[src/rtl/frame_tx_pkg.sv]
// Shared types and constants for the frame_tx byte framer.
package frame_tx_pkg;

  typedef enum logic [2:0] {
    ST_IDLE,
    ST_PRE,
    ST_LEN,
    ST_PAY,
    ST_SUM
  } state_t;

  localparam logic [31:0] PREAMBLE_DEFAULT = 32'hF0AA550F;

  localparam int unsigned PRE_BYTES = 4;
  localparam int unsigned LEN_BYTES = 2;
  localparam int unsigned SUM_BYTES = 1;

endpackage

[src/rtl/word_serializer.sv]
// One-word holding buffer that hands a 32-bit word out as four bytes, LSB first.
module word_serializer (
  input  logic        clk,
  input  logic        rst_n,
  input  logic [31:0] word,
  input  logic        word_take,
  output logic        full,
  output logic [7:0]  byte_data,
  output logic        byte_vld,
  output logic        byte_last,
  input  logic        byte_take
);

  logic [31:0] hold;
  logic [1:0]  idx;

  // Byte 0 bypasses the holding register so a word accepted while the output
  // register is free costs no bubble.
  assign byte_vld  = full | word_take;
  assign byte_last = full & (idx == 2'd3);
  assign byte_data = full ? hold[{idx, 3'b000} +: 8] : word[7:0];

  always_ff @(posedge clk or negedge rst_n) begin
    if (!rst_n) begin
      hold <= '0;
      idx  <= '0;
      full <= 1'b0;
    end else if (word_take) begin
      hold <= word;
      full <= 1'b1;
      idx  <= byte_take ? 2'd1 : 2'd0;
    end else if (full && byte_take) begin
      if (idx == 2'd3) full <= 1'b0;
      idx <= idx + 2'd1;
    end
  end

endmodule

[src/rtl/frame_tx.sv]
// Wraps the scope word stream into a preamble/length/payload/checksum byte packet.
//   state | meaning
//   IDLE  | waiting for a rising edge of i_frame_ready
//   PRE   | loading preamble bytes 1..3 (byte 0 is loaded on the start edge)
//   LEN   | loading frame size, LSB first
//   PAY   | loading payload bytes from the word serializer
//   SUM   | cnt 0: load checksum; cnt 1: wait for its handshake
module frame_tx
  import frame_tx_pkg::*;
#(
  parameter logic [31:0] PREAMBLE = PREAMBLE_DEFAULT
) (
  input  logic        sys_clk,
  input  logic        rst_n,
  input  logic        i_frame_ready,
  input  logic [15:0] i_frame_size,
  input  logic [31:0] i_data,
  input  logic        i_vld,
  output logic        o_rdy,
  output logic [7:0]  o_byte,
  output logic        o_byte_vld,
  input  logic        i_byte_rdy,
  output logic        o_busy,
  output logic        o_frame_done,
  output logic        o_overrun
);

  state_t      state, state_nxt;
  logic [1:0]  cnt, cnt_nxt;
  logic [15:0] words_left, words_nxt;
  logic [7:0]  sum, sum_nxt;
  logic [7:0]  byte_q, byte_nxt;
  logic        byte_vld_q, vld_nxt;
  logic        done_q, done_nxt;
  logic        overrun_q, overrun_nxt;
  logic        ready_q;

  logic        start_edge;
  logic        load;
  logic        word_take;
  logic        full;
  logic [7:0]  ser_byte;
  logic        ser_vld;
  logic        ser_last;
  logic        ser_take;
  logic [1:0]  pidx;

  assign start_edge = i_frame_ready & ~ready_q;
  // Output register may take a new byte when empty or being drained this cycle.
  assign load       = ~byte_vld_q | i_byte_rdy;
  assign o_rdy      = (state == ST_PAY) & (words_left != 16'd0) & ~full;
  assign word_take  = i_vld & o_rdy;
  assign pidx       = 2'd3 - cnt;

  word_serializer u_ser (
    .clk       (sys_clk),
    .rst_n     (rst_n),
    .word      (i_data),
    .word_take (word_take),
    .full      (full),
    .byte_data (ser_byte),
    .byte_vld  (ser_vld),
    .byte_last (ser_last),
    .byte_take (ser_take)
  );

  always_comb begin
    state_nxt   = state;
    cnt_nxt     = cnt;
    words_nxt   = words_left;
    sum_nxt     = sum;
    byte_nxt    = byte_q;
    vld_nxt     = byte_vld_q;
    done_nxt    = 1'b0;
    overrun_nxt = start_edge & (state != ST_IDLE);
    ser_take    = 1'b0;

    if (word_take) words_nxt = words_left - 16'd1;

    case (state)
      ST_IDLE: begin
        if (start_edge) begin
          state_nxt = ST_PRE;
          cnt_nxt   = 2'd1;
          words_nxt = i_frame_size;
          sum_nxt   = '0;
          byte_nxt  = PREAMBLE[31:24];
          vld_nxt   = 1'b1;
        end
      end
      ST_PRE: begin
        if (load) begin
          byte_nxt = PREAMBLE[{pidx, 3'b000} +: 8];
          vld_nxt  = 1'b1;
          if (cnt == 2'(PRE_BYTES - 1)) begin
            state_nxt = ST_LEN;
            cnt_nxt   = 2'd0;
          end else begin
            cnt_nxt = cnt + 2'd1;
          end
        end
      end
      ST_LEN: begin
        if (load) begin
          byte_nxt = (cnt == 2'd0) ? words_left[7:0] : words_left[15:8];
          sum_nxt  = sum + byte_nxt;
          vld_nxt  = 1'b1;
          if (cnt == 2'(LEN_BYTES - 1)) begin
            state_nxt = (words_left == 16'd0) ? ST_SUM : ST_PAY;
            cnt_nxt   = 2'd0;
          end else begin
            cnt_nxt = cnt + 2'd1;
          end
        end
      end
      ST_PAY: begin
        if (load) begin
          if (ser_vld) begin
            byte_nxt = ser_byte;
            sum_nxt  = sum + ser_byte;
            vld_nxt  = 1'b1;
            ser_take = 1'b1;
            if (ser_last && (words_left == 16'd0)) begin
              state_nxt = ST_SUM;
              cnt_nxt   = 2'd0;
            end
          end else begin
            vld_nxt = 1'b0;
          end
        end
      end
      ST_SUM: begin
        if (cnt == 2'd0) begin
          if (load) begin
            byte_nxt = sum;
            vld_nxt  = 1'b1;
            cnt_nxt  = 2'd1;
          end
        end else if (i_byte_rdy) begin
          vld_nxt   = 1'b0;
          done_nxt  = 1'b1;
          state_nxt = ST_IDLE;
          cnt_nxt   = 2'd0;
        end
      end
      default: state_nxt = ST_IDLE;
    endcase
  end

  always_ff @(posedge sys_clk or negedge rst_n) begin
    if (!rst_n) begin
      state      <= ST_IDLE;
      cnt        <= '0;
      words_left <= '0;
      sum        <= '0;
      byte_q     <= '0;
      byte_vld_q <= 1'b0;
      done_q     <= 1'b0;
      overrun_q  <= 1'b0;
      ready_q    <= 1'b0;
    end else begin
      state      <= state_nxt;
      cnt        <= cnt_nxt;
      words_left <= words_nxt;
      sum        <= sum_nxt;
      byte_q     <= byte_nxt;
      byte_vld_q <= vld_nxt;
      done_q     <= done_nxt;
      overrun_q  <= overrun_nxt;
      ready_q    <= i_frame_ready;
    end
  end

  assign o_byte       = byte_q;
  assign o_byte_vld   = byte_vld_q;
  assign o_busy       = (state != ST_IDLE);
  assign o_frame_done = done_q;
  assign o_overrun    = overrun_q;

endmodule

[config.mk]
export PLATFORM = sky130hd
export DESIGN_NAME = frame_tx
export DESIGN_NICKNAME = d
export VERILOG_FILES = /design/src/rtl/frame_tx_pkg.sv /design/src/rtl/word_serializer.sv /design/src/rtl/frame_tx.sv
export SDC_FILE = /design/constraint.sdc
export NUM_CORES = 1
export LEC_CHECK = 0
export CORE_ASPECT_RATIO = 0.6
export CORE_MARGIN = 2
export CORE_UTILIZATION = 55
export CTS_CLUSTER_SIZE = 12
export DETAILED_ROUTE_END_ITERATION = 12
export GPL_ROUTABILITY_DRIVEN = 0
export PLACE_DENSITY = 0.78
export SYNTH_ARGS = -nofsm -noshare
export SYNTH_HDL_FRONTEND = slang
export SYNTH_SLANG_ARGS = --single-unit
[constraint.sdc]
create_clock -name sys_clk -period 4.2 [get_ports sys_clk]
set_input_delay 0.63 -clock sys_clk [delete_from_list [all_inputs] [get_ports sys_clk]]
set_output_delay 0.63 -clock sys_clk [all_outputs]
set_load 0.01 [all_outputs]
==> results of run 1 <==
## power by group
group	switching, mW	total, mW	internal (mW)
sequential	0.368	1.43	1.06
clock	0.293	0.768	0.475
combinational	1.27	2.36	1.09
## area by class of cell
type | count | area [sq um]
clock buffers | 12 | 246
clock inverters | 4 | 48.8
fillers | 608 | 2420
inverters | 10 | 37.5
multi-input cells | 396 | 2420
flip-flops and latches | 76 | 1900
well taps | 108 | 135
repair buffers | 73 | 706
## cell usage in the layout, fill, tap and decap left out, drive strengths merged, types with 2 or more instances in the layout
cell type / netlist / final
nand2: 150 / 150
dfrtp: 76 / 76
clkdlybuf4s50: 0 / 64
o21ai: 45 / 45
nor2: 24 / 24
a21oi: 18 / 18
ha: 14 / 14
xor2: 13 / 13
mux2i: 13 / 13
clkbuf: 17 / 12
nand3: 11 / 11
inv: 10 / 10
nor3: 9 / 9
mux2: 9 / 9
buf: 13 / 9
nand2b: 8 / 8
nor2b: 8 / 8
xnor2: 8 / 8
mux4: 8 / 8
a22o: 6 / 6
nor4: 5 / 5
nand3b: 4 / 4
a22oi: 4 / 4
o221a: 4 / 4
o211ai: 3 / 3
o22ai: 3 / 3
a21o: 3 / 3
clkinv: 0 / 3
nand4: 2 / 2
nor3b: 2 / 2
a211o: 2 / 2
o22a: 2 / 2
## critical path: cells and delay by family, from the launching register on
family	cells	cell delay, ps
adders and majority gates	3	1290
AOI/OAI and AO/OA	5	810
DFF	1	430
muxes	1	430
xor gates and xnor gates	1	160
buffers and inverters	1	140
and+or+nand+nor	1	90
## state kept, by name, indices dropped and copies added (netlist names)
name / count
sum: 8
o_byte_vld: 1
o_overrun: 1
ready_q: 1
o_byte: 8
state: 3
cnt: 2
u_ser.full: 1
u_ser.idx: 2
u_ser.hold: 32
words_left: 16
o_frame_done: 1
## metal layers
metal,vias up,track usage [%]
met5,-,0
met4,0,8.01
met3,21,7.06
met2,196,40.0
met1,1880,38.2
li1,1876,-
## path summary, 6_finish.rpt
check,start,to,slack (ps),cells past startpoint
worst max-delay path,cnt[0],sum[6],740,12
worst min-delay path,rst_n,ready_q,290,1
worst max register to register,cnt[0],sum[6],740,12
worst min register to register,u_ser.hold[18],u_ser.hold[18],470,2
max in group asynchronous,rst_n,state[2],2840,2
min in group sys_clk,u_ser.hold[18],u_ser.hold[18],470,2
## logic make-up after synthesis
kind of cell | after synthesis | share of synthesized area (%)
xor+xnor | 21 | 4.09
buf+inv | 40 | 3.90
simple gates | 231 | 22.5
mux | 30 | 9.15
flops | 76 | 42.3
fa+ha+maj | 15 | 4.34
compound gates | 99 | 13.8
## through the flow
stage / hold WS, ps / util, % / worst slack, ps / power [mW] / cell area [sq um]
after floorplan: 334 / - / 1110 / 3.07 / 4500
after global placement: 453 / 65.7 / 964 / 3.63 / 5200
after detailed placement: 457 / 65.7 / 809 / 3.71 / 5200
after CTS: 310 / 69.4 / 791 / 4.51 / 5500
after global routing: 337 / 69.4 / 473 / 4.89 / 5500
final: 294 / 69.4 / 741 / 4.55 / 5500
==> metrics.txt, run 1 <==
# TYPE chip_impl_metric gauge
chip_impl_info{name="status",value="finished, final reports clean"} 1
chip_impl_metric{name="cts.sink_count",unit=""} 76
chip_impl_info{name="ys_top_cells_by_count",value="150 x sky130_fd_sc_hd__nand2_1, 76 x sky130_fd_sc_hd__dfrtp_1, 43 x sky130_fd_sc_hd__o21ai_0"} 1
chip_impl_info{name="crit_path_end_kind",value="register"} 1
chip_impl_metric{name="dieArea",unit="sq um"} 8940
chip_impl_metric{name="power_density",unit="nW/um^2"} 828
chip_impl_metric{name="core-area",unit="sq um"} 7910
chip_impl_info{name="route.top_layer_used",value="met4"} 1
chip_impl_metric{name="setup_bufs_post_cts",unit=""} 0
chip_impl_metric{name="route.layer.met1.wl",unit="microns"} 5400
chip_impl_metric{name="transition_time_of_the_tightest_slew_check_pin",unit="ps"} 893
chip_impl_metric{name="worst_path_clk_slew",unit="ps"} 60
chip_impl_metric{name="critical_path_arrival",unit="ps"} 3680
chip_impl_metric{name="proportion_of_layout_cells_with_a_drive_suffix_above_1",unit="%"} 7.88
chip_impl_metric{name="final.setup.tns",unit="ps"} 0
chip_impl_metric{name="vias_per_cell",unit=""} 5.85
chip_impl_info{name="crit_path_cell_trace",value="inv_1 > ha_1 > mux2_2 > nor2_1 > a21oi_1 > ha_1 > fa_1 > a21o_1 > a21oi_1 > o21ai_0 > xor2_1 > a22o_1"} 1
chip_impl_metric{name="area_growth_syn_to_layout",unit="%"} 22.2
chip_impl_metric{name="routed_wirelength",unit="microns"} 11300
chip_impl_metric{name="met2RoutedLength",unit="microns"} 4830
chip_impl_metric{name="detail_route.iter0.violations",unit=""} 378
chip_impl_metric{name="cts-hold-fix-buffers",unit=""} 0
chip_impl_metric{name="initial_antenna_violation_count",unit=""} 0
chip_impl_metric{name="maxCapViolations",unit=""} 0
chip_impl_metric{name="gr-total-overflow",unit=""} 0
chip_impl_metric{name="firstDrtPassIters",unit=""} 5
chip_impl_info{name="clockRootBuffer",value="sky130_fd_sc_hd__clkbuf_16"} 1
chip_impl_metric{name="place.detailed.hpwl",unit="microns"} 8210
chip_impl_metric{name="yosysWarnings",unit=""} 0
chip_impl_info{name="rsz_0062_raised_after_global_routing",value="false"} 1
chip_impl_metric{name="vdd.ir_drop.worst",unit="mV"} 0.427
chip_impl_info{name="synth_area_leaders",value="sky130_fd_sc_hd__dfrtp_1 42%, sky130_fd_sc_hd__nand2_1 13%, sky130_fd_sc_hd__o21ai_0 4.8%"} 1
chip_impl_metric{name="cp.required",unit="ps"} 4420
chip_impl_metric{name="final_nets",unit=""} 634
chip_impl_metric{name="synth.yosys.seq_area_share",unit="%"} 42.3
chip_impl_info{name="critical_path.slowest_cell",value="sky130_fd_sc_hd__ha_1"} 1
chip_impl_metric{name="detailroute.via_count",unit=""} 3973
chip_impl_metric{name="syn-instance-count",unit=""} 512
chip_impl_metric{name="max_freq",unit="MHz"} 289
chip_impl_metric{name="ys_async_sr_fraction",unit="%"} 100
chip_impl_metric{name="wl_met3",unit="microns"} 908
chip_impl_metric{name="htree_num_levels",unit=""} 3
chip_impl_metric{name="placed_cells_incl_taps",unit=""} 663
chip_impl_info{name="postSynth.topFlopCell",value="sky130_fd_sc_hd__dfrtp_1"} 1
chip_impl_metric{name="post_synth_num_cell_types",unit=""} 52
chip_impl_metric{name="grt_pass1_wl",unit="microns"} 18400
chip_impl_metric{name="synth_enable_flop_cells",unit=""} 0
chip_impl_metric{name="final_antenna_net_count",unit=""} 0
chip_impl_info{name="timing_worst_setup_path_type",value="reg -> reg"} 1
chip_impl_metric{name="row_count",unit=""} 25
chip_impl_metric{name="slowest_delay",unit="ps"} 620
chip_impl_metric{name="ioPinCount",unit=""} 66
chip_impl_metric{name="grt.total_usage",unit="%"} 26.6
chip_impl_metric{name="grt_pass1_vias",unit=""} 3717
chip_impl_metric{name="grt_max_degree",unit=""} 51
chip_impl_metric{name="synth_largest_type_area_fraction",unit="%"} 42.3
chip_impl_metric{name="syn_area",unit="sq um"} 4500
chip_impl_info{name="start_kind",value="register"} 1
chip_impl_info{name="tritoncts_clock_tree",value="yes"} 1
chip_impl_metric{name="finalNonFillerCells",unit=""} 679
chip_impl_metric{name="cp_max_fo",unit=""} 17
chip_impl_metric{name="p_leak",unit="nW"} 2.46
chip_impl_metric{name="syn_nets",unit=""} 580
chip_impl_metric{name="maxSlewHeadroom",unit="%"} 39.6
chip_impl_metric{name="post_cts_resize_count",unit=""} 0
chip_impl_metric{name="clk-insertion-delay-late",unit="ps"} 340
chip_impl_info{name="yosys.area.top_type",value="sky130_fd_sc_hd__dfrtp_1"} 1
chip_impl_metric{name="final.period_utilization",unit="%"} 82.4
chip_impl_metric{name="worst_clock_skew",unit="ps"} 6.75
chip_impl_metric{name="min_period",unit="ps"} 3460
chip_impl_metric{name="count_of_input_and_output_buffers",unit=""} 65
chip_impl_metric{name="report.final.setup_viol",unit=""} 0
chip_impl_metric{name="avg_wl_per_cell",unit="microns"} 16.7
chip_impl_metric{name="postSynthRegisterBits",unit=""} 76
chip_impl_metric{name="syn-mean-instance-area",unit="sq um"} 8.78
chip_impl_metric{name="count_of_pins_over_their_slew_limit",unit=""} 0
chip_impl_metric{name="dieWidth",unit="microns"} 121
chip_impl_info{name="min_path_type",value="in -> async"} 1
chip_impl_metric{name="timing.final.hold_violations",unit=""} 0
chip_impl_metric{name="chipHeight",unit="microns"} 74.0
chip_impl_metric{name="clockBufferDepth",unit=""} 2
chip_impl_metric{name="cts_made_buffers",unit=""} 9
chip_impl_metric{name="drc_errors",unit=""} 0
chip_impl_metric{name="num_antenna_cells",unit=""} 0
chip_impl_metric{name="start_util",unit="%"} 56.8
chip_impl_info{name="synth.most_common_cell",value="sky130_fd_sc_hd__nand2_1"} 1
Note: power is estimated with default switching activity, not from simulation.
==> run 2: changes to the inputs <==
Settings changed: CORE_UTILIZATION 55 to 50, PLACE_DENSITY 0.78 to 0.74.
Clock period 4.2 ns to 3.15 ns, I/O delays scaled along.
==> run 2 against run 1 <==
  * Critical endpoint unchanged
  * Worst hold slack got worse by 28 ps
  * Via count rose by 0.28%
  * Highest routed layer unchanged
  * Sequential share of layout area fell by 0.69 points
  * Routed wire length rose by 2.4%
==> metrics.txt, run 2 (synthesized netlist as in run 1, its figures left out) <==
# TYPE chip_impl_metric gauge
chip_impl_info{name="rsz_0062_raised_after_global_routing",value="false"} 1
chip_impl_metric{name="slowest_delay",unit="ps"} 540
chip_impl_info{name="commonest_non_fill_non_tap_cells_in_the_layout",value="150 x sky130_fd_sc_hd__nand2_1, 75 x sky130_fd_sc_hd__dfrtp_1, 64 x sky130_fd_sc_hd__clkdlybuf4s50_1, 43 x sky130_fd_sc_hd__o21ai_0, 24 x sky130_fd_sc_hd__nor2_1"} 1
chip_impl_info{name="regs_by_ff_count",value="u_ser.hold x32, words_left x16"} 1
chip_impl_metric{name="r2r_cells",unit=""} 10
chip_impl_info{name="crit_path_start",value="u_ser.idx[0]"} 1
chip_impl_info{name="critical_path.slowest_cell",value="sky130_fd_sc_hd__mux4_2"} 1
chip_impl_metric{name="min_period",unit="ps"} 2990
chip_impl_metric{name="max_freq",unit="MHz"} 334
chip_impl_metric{name="timing.final.hold_violations",unit=""} 0
chip_impl_metric{name="cts.sink_count",unit=""} 76
chip_impl_metric{name="vias_per_cell",unit=""} 5.76
chip_impl_metric{name="dieWidth",unit="microns"} 126
chip_impl_metric{name="clk-insertion-delay-late",unit="ps"} 340
chip_impl_metric{name="row_count",unit=""} 26
chip_impl_metric{name="worst_clock_skew",unit="ps"} 6.36
chip_impl_metric{name="worst_path_clk_slew",unit="ps"} 60
chip_impl_metric{name="cp.required",unit="ps"} 3380
chip_impl_metric{name="fillers",unit=""} 710
chip_impl_metric{name="routed_wirelength",unit="microns"} 11600
chip_impl_metric{name="dieArea",unit="sq um"} 9790
chip_impl_metric{name="timing.final.ws_setup",unit="ps"} 155
chip_impl_metric{name="multi_input_comb_area",unit="sq um"} 2450
chip_impl_metric{name="detail_route.iter0.violations",unit=""} 408
chip_impl_metric{name="crit_cells",unit=""} 10
chip_impl_info{name="min_path_type",value="in -> async"} 1
chip_impl_metric{name="area_growth_syn_to_layout",unit="%"} 24.8
chip_impl_info{name="tritoncts_clock_tree",value="yes"} 1
chip_impl_metric{name="vdd.ir_drop.worst",unit="mV"} 0.476
chip_impl_metric{name="route.layer.met1.wl",unit="microns"} 5480
chip_impl_info{name="family_with_the_most_delay_on_the_worst_path",value="compound AO/OA/AOI/OAI gates"} 1
chip_impl_metric{name="largest_register_ff_count",unit=""} 32
chip_impl_metric{name="grt_max_degree",unit=""} 77
chip_impl_metric{name="maxCapViolations",unit=""} 0
chip_impl_metric{name="start_util",unit="%"} 52.2
chip_impl_metric{name="num_antenna_cells",unit=""} 0
chip_impl_info{name="worstReg2RegStart",value="u_ser.idx[0]"} 1
chip_impl_metric{name="drc_errors",unit=""} 0
chip_impl_metric{name="maxSlewHeadroom",unit="%"} 35.5
chip_impl_info{name="status",value="finished, final reports clean"} 1
chip_impl_metric{name="clockBufferDepth",unit=""} 2
chip_impl_metric{name="count_of_input_and_output_buffers",unit=""} 65
chip_impl_metric{name="detailroute.via_count",unit=""} 3984
chip_impl_info{name="crit_path_end_kind",value="register"} 1
chip_impl_info{name="start_kind",value="register"} 1
chip_impl_metric{name="met2RoutedLength",unit="microns"} 4870
chip_impl_metric{name="number_of_buffer_and_inverter_stages_on_the_critical_path",unit=""} 0
chip_impl_metric{name="swShare",unit="%"} 41.9
chip_impl_metric{name="count_of_pins_over_their_slew_limit",unit=""} 0
chip_impl_metric{name="initial_antenna_violation_count",unit=""} 0
chip_impl_metric{name="seq_area",unit="sq um"} 1900
chip_impl_metric{name="grt.total_usage",unit="%"} 24.8
chip_impl_metric{name="sequentialPowerShare",unit="%"} 29.4
chip_impl_info{name="crit_path_cell_trace",value="mux4_2 > mux2i_2 > a21oi_1 > ha_1 > fa_1 > a21o_1 > a21oi_1 > o21ai_0 > xor2_1 > a22o_1"} 1
chip_impl_metric{name="grt_pass1_vias",unit=""} 3747
chip_impl_metric{name="total_switching_power",unit="mW"} 2.61
chip_impl_metric{name="ioPinCount",unit=""} 66
chip_impl_metric{name="firstDrtPassIters",unit=""} 5
chip_impl_info{name="clockRootBuffer",value="sky130_fd_sc_hd__clkbuf_16"} 1
chip_impl_info{name="largest_reg_by_ff_count",value="u_ser.hold"} 1
chip_impl_metric{name="worst_hold_slack",unit="ps"} 266
chip_impl_metric{name="htree_num_levels",unit=""} 3
chip_impl_metric{name="gr-total-overflow",unit=""} 0
chip_impl_metric{name="clockPowerShare",unit="%"} 16.4
chip_impl_metric{name="final_antenna_net_count",unit=""} 0
chip_impl_metric{name="transition_time_of_the_tightest_slew_check_pin",unit="ps"} 967
chip_impl_info{name="route.top_layer_used",value="met4"} 1
chip_impl_info{name="timing_worst_setup_path_type",value="reg -> reg"} 1
chip_impl_metric{name="avg_wl_per_cell",unit="microns"} 16.8
chip_impl_metric{name="critical_path_arrival",unit="ps"} 3220
chip_impl_metric{name="place.detailed.hpwl",unit="microns"} 8470
chip_impl_metric{name="final_core_util",unit="%"} 65.1
chip_impl_metric{name="cts_made_buffers",unit=""} 9
chip_impl_metric{name="proportion_of_layout_cells_with_a_drive_suffix_above_1",unit="%"} 10.7
chip_impl_metric{name="wl_met3",unit="microns"} 1040
chip_impl_metric{name="p_leak",unit="nW"} 2.52
chip_impl_metric{name="cellInternalPower",unit="mW"} 3.61
chip_impl_info{name="layout.cells.most_common",value="sky130_fd_sc_hd__nand2_1"} 1
chip_impl_metric{name="chipHeight",unit="microns"} 77.5
chip_impl_metric{name="report.final.setup_viol",unit=""} 0
chip_impl_metric{name="final.period_utilization",unit="%"} 95.1
chip_impl_metric{name="final_nets",unit=""} 645
chip_impl_metric{name="core-area",unit="sq um"} 8620
chip_impl_metric{name="cp_max_fo",unit=""} 8
chip_impl_metric{name="pwr-share-comb",unit="%"} 54.3
chip_impl_info{name="path_common_cell",value="sky130_fd_sc_hd__a21oi_1"} 1
chip_impl_metric{name="power_density",unit="nW/um^2"} 1110
chip_impl_metric{name="dp_worst_setup_slack",unit="ps"} -101
chip_impl_metric{name="cts-hold-fix-buffers",unit=""} 0
chip_impl_metric{name="finalPower",unit="mW"} 6.22
chip_impl_metric{name="grt_pass1_wl",unit="microns"} 19100
-- run 2: final cells by class --
| cell class | instances | share of cell area, % |
|---|---|---|
| tap | 112 | 2.50 |
| multi-input combinational | 396 | 43.6 |
| sequential | 76 | 33.9 |
| timing repair buffer | 84 | 14.1 |
| inverter | 10 | 0.669 |
| clock buffer | 12 | 4.57 |
| clock inverter | 2 | 0.624 |
-- run 2: stage by stage --
step | instance area [sq um] | cells | TNS [ps]
floorplan | 4500 | 512 | 0
global placement | 5280 | 677 | 0
detailed placement | 5280 | 677 | -101
CTS | 5580 | 691 | 0
global route | 5610 | 692 | 0
finish | 5610 | 692 | 0
-- run 2: final timing paths --
check / end / slack [ps]
min in group sys_clk: u_ser.hold[1] / 470
max: sum[6] / 160
min reg2reg: u_ser.hold[1] / 470
max in group asynchronous: u_ser.idx[0] / 2150
max reg2reg: sum[6] / 160
min: words_left[2] / 270
-- run 2: power groups by stage --
stage | registers [mW] | logic, mW | clock network [mW]
floorplan | 1.68 | 2.41 | 0
global placement | 1.80 | 3.15 | 0
detailed placement | 1.83 | 3.23 | 0
CTS | 1.82 | 3.27 | 1.04
global route | 1.88 | 3.71 | 1.09
finish | 1.83 | 3.38 | 1.02
-- run 2: repair_timing --
item,CTS,global route
gates resized for setup,2,6
endpoints found under the setup margin,1,2
setup buffers,0,1
-- run 2: metal layers --
metal,global-route usage [%],vias up
met4,7.14,0
met5,0,-
li1,-,1892
met2,34.9,166
met1,37.1,1901
met3,6.97,25
==> run 3: changes to the inputs <==
Settings changed: CTS_CLUSTER_SIZE 12 to 40.
==> results of run 3 <==
Same layout as run 2: the final DEF is identical, and so are final timing and power.
